`src/rtl/sec_pkg.sv`:
```
// Shared security-path types and constants for key authentication and the datapath it feeds.
package sec_pkg;

  localparam int unsigned KEY_W = 16;

  localparam logic [KEY_W-1:0] KEY_NONE           = 16'h0000;
  localparam logic [KEY_W-1:0] UNLOCK_KEY_DEFAULT = 16'h0032;

  typedef enum logic [1:0] {
    IDLE    = 2'd0,
    CHECK   = 2'd1,
    SESSION = 2'd2,
    LOCKOUT = 2'd3
  } key_auth_state_t;

  // Captured key attempt: target 0 = memory-write path, 1 = register-read path.
  typedef struct packed {
    logic             target;
    logic [KEY_W-1:0] key;
  } key_attempt_t;

endpackage

```
`src/rtl/key_auth_ctrl_if.sv`:
```
// Key-attempt and access-request handshakes between a requester and key_auth_ctrl.
interface key_auth_ctrl_if #(
  parameter int unsigned ADDR_W = 10
);
  import sec_pkg::*;

  logic             key_valid;
  logic [KEY_W-1:0] key_in;
  logic             key_target;
  logic             key_ready;
  logic             req_valid;
  logic             req_write;
  logic [ADDR_W-1:0] req_addr;
  logic             req_ready;

  modport master (
    output key_valid, key_in, key_target, req_valid, req_write, req_addr,
    input  key_ready, req_ready
  );

  modport slave (
    input  key_valid, key_in, key_target, req_valid, req_write, req_addr,
    output key_ready, req_ready
  );

endinterface

```
`src/rtl/sec_down_timer.sv`:
```
// Loadable down-counter that stops at zero; expire flags the enabled 1 -> 0 step.
module sec_down_timer #(
  parameter int unsigned LOAD_VAL = 1
) (
  input  logic clk,
  input  logic rst,
  input  logic i_load,
  input  logic i_en,
  output logic o_expire_c
);

  localparam int unsigned W = $clog2(LOAD_VAL) + 1;

  logic [W-1:0] r_count;

  always_ff @(posedge clk) begin
    if (rst) begin
      r_count <= '0;
    end else if (i_load) begin
      r_count <= W'(LOAD_VAL);
    end else if (i_en && (r_count != '0)) begin
      r_count <= r_count - W'(1);
    end
  end

  assign o_expire_c = i_en && (r_count == W'(1));

endmodule

```
`src/rtl/key_auth_ctrl.sv`:
```
// Key authentication, timed session and lockout gating for the security datapath.
// Optional audit counters are built when KEY_AUTH_AUDIT_EN is defined.
module key_auth_ctrl
  import sec_pkg::*;
#(
  parameter logic [KEY_W-1:0] UNLOCK_KEY     = UNLOCK_KEY_DEFAULT,
  parameter int unsigned      MAX_FAILS      = 3,
  parameter int unsigned      LOCKOUT_CYCLES = 256,
  parameter int unsigned      SESSION_CYCLES = 1024,
  parameter int unsigned      ADDR_W         = 10
) (
  input  logic               clk,
  input  logic               rst,
  key_auth_ctrl_if.slave     bus,
  output logic [KEY_W-1:0]   key_access_mem,
  output logic [KEY_W-1:0]   key_access_reg,
  output logic [ADDR_W-1:0]  write_address,
  output logic [ADDR_W-1:0]  read_address,
  output logic               locked,
  output logic [1:0]         fail_count
`ifdef KEY_AUTH_AUDIT_EN
  ,
  output logic [15:0]        audit_fail_total,
  output logic [7:0]         audit_lockouts
`endif
);

  localparam logic [1:0] MAX_F = 2'(MAX_FAILS);

  key_auth_state_t   r_state, w_state_nxt;
  key_attempt_t      r_attempt;
  logic              r_grant_mem, r_grant_reg;
  logic              w_grant_mem_nxt, w_grant_reg_nxt;
  logic [1:0]        r_fail, w_fail_nxt, w_fail_inc;
  logic              r_locked;
  logic [KEY_W-1:0]  r_access_mem, r_access_reg;
  logic [ADDR_W-1:0] r_wr_addr, r_rd_addr;
  logic              w_key_ready, w_req_ready, w_key_hs, w_req_hs, w_match;
  logic              w_sess_load, w_lock_load, w_sess_expire, w_lock_expire;

  assign w_key_ready = (r_state == IDLE) || (r_state == SESSION);
  assign w_req_ready = (r_state == SESSION) && (bus.req_write ? r_grant_mem : r_grant_reg);
  assign w_key_hs    = bus.key_valid && w_key_ready;
  assign w_req_hs    = bus.req_valid && w_req_ready;
  assign w_match     = (r_attempt.key == UNLOCK_KEY);
  assign w_fail_inc  = (r_fail == MAX_F) ? r_fail : r_fail + 2'd1;

  sec_down_timer #(.LOAD_VAL(SESSION_CYCLES)) u_session_timer (
    .clk        (clk),
    .rst        (rst),
    .i_load     (w_sess_load),
    .i_en       (r_state == SESSION),
    .o_expire_c (w_sess_expire)
  );

  sec_down_timer #(.LOAD_VAL(LOCKOUT_CYCLES)) u_lockout_timer (
    .clk        (clk),
    .rst        (rst),
    .i_load     (w_lock_load),
    .i_en       (r_state == LOCKOUT),
    .o_expire_c (w_lock_expire)
  );

  // Next-state, grant and fail-count decode.
  always_comb begin
    w_state_nxt     = r_state;
    w_grant_mem_nxt = r_grant_mem;
    w_grant_reg_nxt = r_grant_reg;
    w_fail_nxt      = r_fail;
    w_sess_load     = 1'b0;
    w_lock_load     = 1'b0;
    case (r_state)
      IDLE: begin
        if (w_key_hs) w_state_nxt = CHECK;
      end
      CHECK: begin
        if (w_match) begin
          if (r_attempt.target) w_grant_reg_nxt = 1'b1;
          else                  w_grant_mem_nxt = 1'b1;
          w_sess_load = 1'b1;
          w_fail_nxt  = 2'd0;
          w_state_nxt = SESSION;
        end else begin
          w_grant_mem_nxt = 1'b0;
          w_grant_reg_nxt = 1'b0;
          w_fail_nxt      = w_fail_inc;
          if (w_fail_inc == MAX_F) begin
            w_lock_load = 1'b1;
            w_state_nxt = LOCKOUT;
          end else begin
            w_state_nxt = IDLE;
          end
        end
      end
      SESSION: begin
        // Expiry clears grants even when a new attempt is accepted the same cycle.
        if (w_sess_expire) begin
          w_grant_mem_nxt = 1'b0;
          w_grant_reg_nxt = 1'b0;
          w_state_nxt     = IDLE;
        end
        if (w_key_hs) w_state_nxt = CHECK;
      end
      LOCKOUT: begin
        if (w_lock_expire) begin
          w_fail_nxt  = 2'd0;
          w_state_nxt = IDLE;
        end
      end
      default: w_state_nxt = IDLE;
    endcase
  end

  always_ff @(posedge clk) begin
    if (rst) begin
      r_state      <= IDLE;
      r_attempt    <= '0;
      r_grant_mem  <= 1'b0;
      r_grant_reg  <= 1'b0;
      r_fail       <= 2'd0;
      r_locked     <= 1'b0;
      r_access_mem <= KEY_NONE;
      r_access_reg <= KEY_NONE;
      r_wr_addr    <= '0;
      r_rd_addr    <= '0;
    end else begin
      r_state      <= w_state_nxt;
      r_grant_mem  <= w_grant_mem_nxt;
      r_grant_reg  <= w_grant_reg_nxt;
      r_fail       <= w_fail_nxt;
      r_locked     <= (w_state_nxt == LOCKOUT);
      r_access_mem <= w_grant_mem_nxt ? UNLOCK_KEY : KEY_NONE;
      r_access_reg <= w_grant_reg_nxt ? UNLOCK_KEY : KEY_NONE;
      if (w_key_hs) begin
        r_attempt.key    <= bus.key_in;
        r_attempt.target <= bus.key_target;
      end
      if (w_req_hs && bus.req_write)  r_wr_addr <= bus.req_addr;
      if (w_req_hs && !bus.req_write) r_rd_addr <= bus.req_addr;
    end
  end

`ifdef KEY_AUTH_AUDIT_EN
  logic        w_mismatch;
  logic [15:0] r_audit_fail;
  logic [7:0]  r_audit_lock;

  assign w_mismatch = (r_state == CHECK) && !w_match;

  // Saturating audit counters, cleared only by reset.
  always_ff @(posedge clk) begin
    if (rst) begin
      r_audit_fail <= '0;
      r_audit_lock <= '0;
    end else begin
      if (w_mismatch && (r_audit_fail != 16'hFFFF)) r_audit_fail <= r_audit_fail + 16'd1;
      if (w_lock_load && (r_audit_lock != 8'hFF))   r_audit_lock <= r_audit_lock + 8'd1;
    end
  end

  assign audit_fail_total = r_audit_fail;
  assign audit_lockouts   = r_audit_lock;
`endif

  assign bus.key_ready  = w_key_ready;
  assign bus.req_ready  = w_req_ready;
  assign key_access_mem = r_access_mem;
  assign key_access_reg = r_access_reg;
  assign write_address  = r_wr_addr;
  assign read_address   = r_rd_addr;
  assign locked         = r_locked;
  assign fail_count     = r_fail;

endmodule

```
`src/flat_wrapper.sv`:
```
// flat-port wrapper written by rule: the top's interface ports become plain ports
module key_auth_ctrl_flat import sec_pkg::*;
#(
  parameter logic [KEY_W-1:0] UNLOCK_KEY     = UNLOCK_KEY_DEFAULT,
  parameter int unsigned      MAX_FAILS      = 3,
  parameter int unsigned      LOCKOUT_CYCLES = 256,
  parameter int unsigned      SESSION_CYCLES = 1024,
  parameter int unsigned      ADDR_W         = 10
)
  (clk, rst, key_access_mem, key_access_reg, write_address, read_address, locked, fail_count, bus_key_valid, bus_key_in, bus_key_target, bus_req_valid, bus_req_write, bus_req_addr, bus_key_ready, bus_req_ready);
  key_auth_ctrl_if #(.ADDR_W(ADDR_W)) bus_i ();
  input  logic clk;
  input  logic rst;
  output logic [KEY_W-1:0] key_access_mem;
  output logic [KEY_W-1:0] key_access_reg;
  output logic [ADDR_W-1:0] write_address;
  output logic [ADDR_W-1:0] read_address;
  output logic locked;
  output logic [1:0] fail_count;
  input wire logic [$bits(bus_i.key_valid)-1:0] bus_key_valid;
  input wire logic [$bits(bus_i.key_in)-1:0] bus_key_in;
  input wire logic [$bits(bus_i.key_target)-1:0] bus_key_target;
  input wire logic [$bits(bus_i.req_valid)-1:0] bus_req_valid;
  input wire logic [$bits(bus_i.req_write)-1:0] bus_req_write;
  input wire logic [$bits(bus_i.req_addr)-1:0] bus_req_addr;
  output wire logic [$bits(bus_i.key_ready)-1:0] bus_key_ready;
  output wire logic [$bits(bus_i.req_ready)-1:0] bus_req_ready;
  assign bus_i.key_valid = bus_key_valid;
  assign bus_i.key_in = bus_key_in;
  assign bus_i.key_target = bus_key_target;
  assign bus_i.req_valid = bus_req_valid;
  assign bus_i.req_write = bus_req_write;
  assign bus_i.req_addr = bus_req_addr;
  assign bus_key_ready = bus_i.key_ready;
  assign bus_req_ready = bus_i.req_ready;
  key_auth_ctrl #(.UNLOCK_KEY(UNLOCK_KEY), .MAX_FAILS(MAX_FAILS), .LOCKOUT_CYCLES(LOCKOUT_CYCLES), .SESSION_CYCLES(SESSION_CYCLES), .ADDR_W(ADDR_W)) u_core (.clk(clk), .rst(rst), .bus(bus_i), .key_access_mem(key_access_mem), .key_access_reg(key_access_reg), .write_address(write_address), .read_address(read_address), .locked(locked), .fail_count(fail_count));
endmodule
```
`config.mk`:
```
export PLATFORM = sky130hd
export DESIGN_NAME = key_auth_ctrl_flat
export DESIGN_NICKNAME = d
export VERILOG_FILES = /design/src/rtl/sec_pkg.sv /design/src/rtl/key_auth_ctrl_if.sv /design/src/rtl/sec_down_timer.sv /design/src/rtl/key_auth_ctrl.sv /design/src/flat_wrapper.sv
export SDC_FILE = /design/constraint.sdc
export NUM_CORES = 1
export LEC_CHECK = 0
export CORE_ASPECT_RATIO = 0.5
export CORE_MARGIN = 5
export CORE_UTILIZATION = 29
export DETAILED_ROUTE_END_ITERATION = 8
export HOLD_SLACK_MARGIN = 0.12
export SLEW_MARGIN = 20
export SYNTH_ARGS = -nofsm -noshare
export SYNTH_HDL_FRONTEND = slang
export SYNTH_SLANG_ARGS = --single-unit
```
`constraint.sdc`:
```
create_clock -name clk -period 2.22 [get_ports clk]
set_input_delay 0.444 -clock clk [delete_from_list [all_inputs] [get_ports clk]]
set_output_delay 0.444 -clock clk [all_outputs]
set_load 0.02 [all_outputs]
```
== Word-level counts from Yosys, hierarchy flattened ==
Cells that the tools add are included.

* Register bits: 96
* Latch bits: 0
* Bits in writable memories: 0
* ROM bits: 0
* Input bits: 32
* Output and inout bits: 57
* Logic and storage cells: 79
* Memories kept: 0

* Add/sub/neg operators: 3
* $mul: 0
* Div/mod/pow operators: 0
* Order comparisons: 0
* Equal/unequal tests: 10
* Shifts and indexed selects: 0
* Muxes and demuxes: 31
* Bitwise gates (word level): 0
* Reduce and logical (&&, ||, !) cells: 20

{| class="wikitable"
|+ Operators with widths
! kind !! count
|-
| $mux 11 || 2
|-
| $mux 2 || 9
|-
| $mux 9 || 2
|-
| $eq 16x6->1 const B || 1
|-
| $mux 1 || 12
|-
| $mux 6 || 2
|-
| $eq 11x1->1 const B || 1
|-
| $reduce_bool 11->1 || 1
|-
| $sub 11x1->11 const B || 1
|-
| $eq 2x2->1 const B || 5
|-
| $eq 9x1->1 const B || 1
|-
| $logic_and 1x1->1 || 9
|-
| $reduce_bool 9->1 || 1
|-
| $sub 9x1->9 const B || 1
|-
| $pmux 2 s4 || 1
|-
| $reduce_bool 2->1 || 3
|-
| $pmux 1 s2 || 2
|-
| $pmux 2 s2 || 1
|-
| $reduce_or 2->1 || 2
|-
| $add 2x1->2 const B || 1
|-
| $eq 2x1->1 const B || 1
|-
| $logic_not 2->1 || 1
|-
| $ne 2x1->1 const B || 1
|-
| $reduce_and 2->1 || 1
|-
| 2 further kinds || 2
|}

== Depth between registers and ports, before layout ==
* Word-level depth: 7
* Depth in mapped cells: 8

== Hierarchy ==
From an unflattened synthesis, not the netlist that was laid out.

* Cell total of the unflattened synthesis: 391
* Area, all modules: 3231.8 sq um

{| class="wikitable"
|+ Modules (own cells, without submodules)
! module !! instances !! cells each !! area an instance (sq um) !! sequential area each (sq um)
|-
| key_auth_ctrl || 1 || 258 || 2095.8 || 880.8
|-
| sec_down_timer at u_core.u_session_timer || 1 || 71 || 616.8 || 220.2
|-
| sec_down_timer at u_core.u_lockout_timer || 1 || 62 || 519.2 || 180.2
|}

== Least setup slack after synthesis ==
OpenSTA, ideal clock, no wires.

* Path type: register to register
* Start point: register u_core.r_state[0]
* End point: register u_core.r_locked, in the netlist u_core.locked
* Arrival: 1.867 ns
* Data required time: 2.160 ns
* Slack: 0.293 ns
* Stages on the path, launching flop included: 8
* Buffers on the path: 1
* Period minus slack after synthesis: 1.927 ns
* Cell sequence: dfxtp_1 > inv_1 > ha_1 > or2_2 > and2_1 > clkbuf_1 > o32ai_1 > and3_1

* Cells in the longest elaborated chain, start to end: 6
* Elaborated cells on any way between the ends: 14

{| class="wikitable"
|+ RTL lines
! what !! RTL line !! source
|-
| start, declared || key_auth_ctrl.sv:30 || <nowiki>key_auth_state_t r_state, w_state_nxt;</nowiki>
|-
| start signal, assigned || key_auth_ctrl.sv:127 || <nowiki>r_state <= w_state_nxt;</nowiki>
|-
| $eq 2x2->1 / $logic_not 2->1 (equally long branches) || key_auth_ctrl.sv:41 || <nowiki>assign w_key_ready = (r_state == IDLE) || (r_state == SESSION);</nowiki>
|-
| $logic_or 1x1->1 (*) || key_auth_ctrl.sv:41 ||
|-
| named net bus_key_ready || flat_wrapper.sv:26 || <nowiki>output wire logic [$bits(bus_i.key_ready)-1:0] bus_key_ready;</nowiki>
|-
| $logic_and 1x1->1 (*) || key_auth_ctrl.sv:43 || <nowiki>assign w_key_hs = bus.key_valid && w_key_ready;</nowiki>
|-
| $mux 2 (on tied branches) || key_auth_ctrl.sv:102, key_auth_ctrl.sv:74 ||
|-
| $pmux 2 s4 (*) || key_auth_ctrl.sv:72 || <nowiki>case (r_state)</nowiki>
|-
| $eq 2x2->1 (*) || key_auth_ctrl.sv:131 || <nowiki>r_locked <= (w_state_nxt == LOCKOUT);</nowiki>
|-
| end signal, assigned || key_auth_ctrl.sv:131 ||
|-
| end, declared || key_auth_ctrl.sv:35 || <nowiki>logic r_locked;</nowiki>
|}

Mark *: on every way through the listed nets, which the timed path passes. The rest lies on a longest branch.
A chain may end at the register's enable or synchronous reset.

== Final worst setup path ==
* Start point: register u_core.r_state[0]
* End point: output port bus_key_ready

* Cells in the longest elaborated chain, start to end: 2
* Elaborated cells on any way between the ends: 3

{| class="wikitable"
|+ RTL lines
! what !! RTL line
|-
| $eq 2x2->1 / $logic_not 2->1 (equally long branches) || key_auth_ctrl.sv:41
|-
| $logic_or 1x1->1 (*) || key_auth_ctrl.sv:41
|-
| end, declared || flat_wrapper.sv:26
|}

Mark *: on every way between the ends. The rest lies on a longest branch, timed or not.

==> flow_metrics.py <==
metrics = {
    "synthesis": {
        "yosys_warnings": 0,
        "ys_seq_area_share_pct": 42.8,
        "syn_avg_cell_area_sq_um": 8.12,
        "ys.flop_type": "dfxtp_1",
        "synth_edf_count": 0,
        "synth_seq_cells": 64,
        "synth_top_area_cell": "dfxtp_1",
        "synth.area.top_cells": "dfxtp_1 (43%), nand2_1 (11%), buf_4 (8.0%)",
        "ys_types": 47,
        "syn_inst": 369,
        "async_reset_ff_share_pct": 0,
        "syn_area_sq_um": 3000,
        "synth_top_area_share_pct": 42.8,
    },
    "grt": {
        "grtUsageTotal_pct": 11.2,
        "overflow": 0,
        "grt_pass1_wl_mm": 11.3,
        "grt_pass1_vias": 2404,
        "grt_max_degree": 23,
        "antenna_found_initial": 0,
    },
    "critical_path": {
        "critPathKind": "register to primary output",
        "path_max_fanout": 4,
        "crit_chain": "inv_1 > buf_4 > ha_1 > or2_2 > clkbuf_2",
        "r2r_end": "u_core.locked",
        "crit_end": "bus_key_ready",
        "cp_top_family": "buffers and inverters",
        "cp_slowest_cell": "dfxtp_1",
        "r2r_setup_slack_ns": 0.23,
        "path_buf_inv": 3,
        "r2r_start": "u_core.u_session_timer.r_count[5]",
        "crit_path_max_incr_delay_ns": 0.36,
        "r2r_cells": 5,
        "startpoint": "u_core.r_state[0]",
        "required_ns": 1.78,
        "arrival_ns": 1.56,
        "path_depth": 5,
        "end_kind": "primary output",
        "start_kind": "register",
    },
    "power_and_ir_drop": {
        "p_leak_nw": 1.49,
        "max-vdd-ir-drop_mv": 0.345,
        "power_density_nw_per_um2": 755,
    },
    "route": {
        "avgRoutedWirePerCell_microns": 12.1,
        "vias": 2498,
        "wirelength_mm": 6.95,
        "antenna_left": 0,
        "viasPerCell": 4.34,
        "first_pass_iters": 4,
        "drc": 0,
        "drt_iter0_drc": 82,
    },
    "job": {
        "max_cap_viol_count": 0,
    },
    "clock_tree": {
        "clk_pin_slew_ns": 0.06,
        "cts_root_buffer": "clkbuf_16",
        "cts_buffers": 9,
        "post_cts_buffers": 0,
        "clkLatencyLatePin_ns": 0.33,
        "cts_tree": "yes",
        "htree_levels": 3,
        "cts_buffer_depth": 2,
        "cts.sinks": 64,
    },
    "worst_hold_path": {
        "hold_class": "register to register",
    },
    "placement": {
        "post-place-ws_ns": -0.0310,
        "port_buffers": 62,
        "dp_cells": 560,
        "gp_congestion": 0.763,
        "dp_hpwl_mm": 5.18,
    },
    "die": {
        "coreArea_sq_um": 10100,
        "io_pins": 89,
        "die_h_microns": 81.9,
        "die_area_sq_um": 12600,
        "rows": 26,
        "initial_core_util_pct": 29.5,
        "die_x_microns": 154,
    },
    "finish": {
        "fin_util_pct": 39.4,
        "syn2layout_area_growth_pct": 33.4,
        "multi_input_area_sq_um": 1470,
        "fin_nets": 473,
        "layoutNonFillerInstCount": 576,
        "antenna_cells": 0,
        "regArea_sq_um": 1280,
        "fillers": 1035,
        "drive_above_1_share_pct": 7.34,
    },
    "timing": {
        "max_clock_freq_ghz": 0.500,
        "hold_violations": 0,
        "setup_ws_ns": 0.218,
        "rsz0062_at_grt": "no",
        "finClkSkew_ns": 0.00672,
        "post-route-period-util_pct": 90.2,
        "layout_min_cycle_time_ns": 2.00,
        "setup_violations": 0,
        "hold_slack_ns": 0.452,
        "drv_slew": 0,
    },
    "status": {
        "outcome": "completed",
    },
}
## worst register-to-register path, stage by stage (launching register included)
cell	delay (ns)
dfxtp_1	0.34
or4_1	0.69
o41ai_4	0.41
nor2b_1	0.19
o32ai_1	0.09
and3_1	0.17
## registers in the layout, summed over array words and instances (netlist names), named ones only
register	cells
u_core.fail_count	2
u_core.r_state	2
u_core.locked	1
u_core.u_session_timer.r_count	11
u_core.read_address	10
u_core.u_lockout_timer.r_count	9
u_core.r_attempt	17
u_core.write_address	10
## Yosys cell counts (2+ instances only)
cell,count
nor2b_1,4
ha_1,10
nor2_1,25
nor4_1,4
clkbuf_1,12
and3_1,2
and2_1,2
xnor2_1,6
nand2_1,89
dfxtp_1,64
a21oi_1,47
buf_4,32
xor2_1,9
nand3_1,2
nand2b_1,5
nor3_1,3
a31oi_1,2
nand4_1,3
o21ai_0,4
mux2i_1,2
buf_1,2
nor4b_1,2
or4_1,3
inv_1,11
nand3b_1,2
## layout make-up
class / count / share of cell area, %
Clock inverter: 6 / 2.32
Clock buffer: 10 / 5.98
Timing Repair Buffer: 73 / 17.4
Sequential cell: 64 / 32.0
Multi-Input combinational cell: 272 / 36.8
Inverter: 11 / 1.03
Tap cell: 140 / 4.38
## worst min-delay path by stage
| stage | start | to | slack [ns] | depth (start not counted) |
|---|---|---|---|---|
| final | u_core.read_address[8] | u_core.read_address[8] | 0.45 | 2 |
| after global routing | u_core.write_address[6] | u_core.write_address[6] | 0.47 | 2 |
| after CTS | u_core.r_attempt[5] | u_core.r_attempt[5] | 0.45 | 2 |
| after detailed placement | u_core.r_attempt[5] | u_core.r_attempt[5] | 0.44 | 2 |
| after global placement | u_core.write_address[4] | u_core.write_address[4] | 0.44 | 2 |
| after floorplan | u_core.r_attempt[5] | u_core.r_attempt[5] | 0.43 | 2 |
## through the flow
stage          setup TNS [ns]  total power [mW]  instance area [sq um]
2_1_floorplan               0              1.42                   3090
3_3_place_gp          -0.0324              1.50                   3670
3_5_place_dp          -0.0310              1.51                   3670
4_1_cts                     0              3.06                   4000
5_1_grt                     0              3.15                   4000
6_report                    0              3.02                   4000
## cells by family after synthesis
| kind of cell | count (synthesis) | synth area share (%) |
|---|---|---|
| AND/OR/NAND/NOR | 153 | 23.1 |
| AO/OA/AOI/OAI | 66 | 13.4 |
| flip-flops | 64 | 42.8 |
| buffers and inverters | 58 | 11.3 |
| XOR/XNOR | 15 | 4.38 |
| adder cells (fa/ha/maj) | 10 | 4.18 |
| multiplexers | 2 | 0.668 |
| other | 1 | 0.125 |
## routing by layer
metal  global-route usage, %  up-vias  share of wire, %
met2                    19.0       58                46
met1                    13.3     1137                47
li1                        -     1293                 -
met4                    5.46        0               1.9
met3                    3.21       10               5.2
met5                       0        -                 0
## placed cells by master, fill, tap and decap left out, drive strengths merged, types with 2 or more instances in the layout
cell	n
ha	10
clkinvlp	2
o21ai	4
nor4	4
nand2	89
xnor2	6
inv	11
or4	3
nor2	25
bufinv	2
a21oi	47
conb	26
nand4	3
dfxtp	64
nand3	2
nand3b	2
nor3	3
mux2i	2
clkbuf	11
xor2	9
nor4b	2
and2	2
clkdlybuf4s50	60
buf	11
a31oi	2
clkinv	2
and3	2
nand2b	5
nor2b	4
## power breakdown
group / switching [mW] / total [mW] / internal, mW
Sequential: 0.0191 / 1.20 / 1.18
Combinational: 0.163 / 0.280 / 0.116
Clock: 0.523 / 1.54 / 1.02
Total: 0.705 / 3.02 / 2.31
## what timing repair did
item | CTS | global route
gates resized for setup | 3 | 2
setup endpoints to repair | 2 | 1
endpoints found under the hold margin | 0 | 0
hold buffers | 0 | 0
Power figures use the tool's default switching activity.
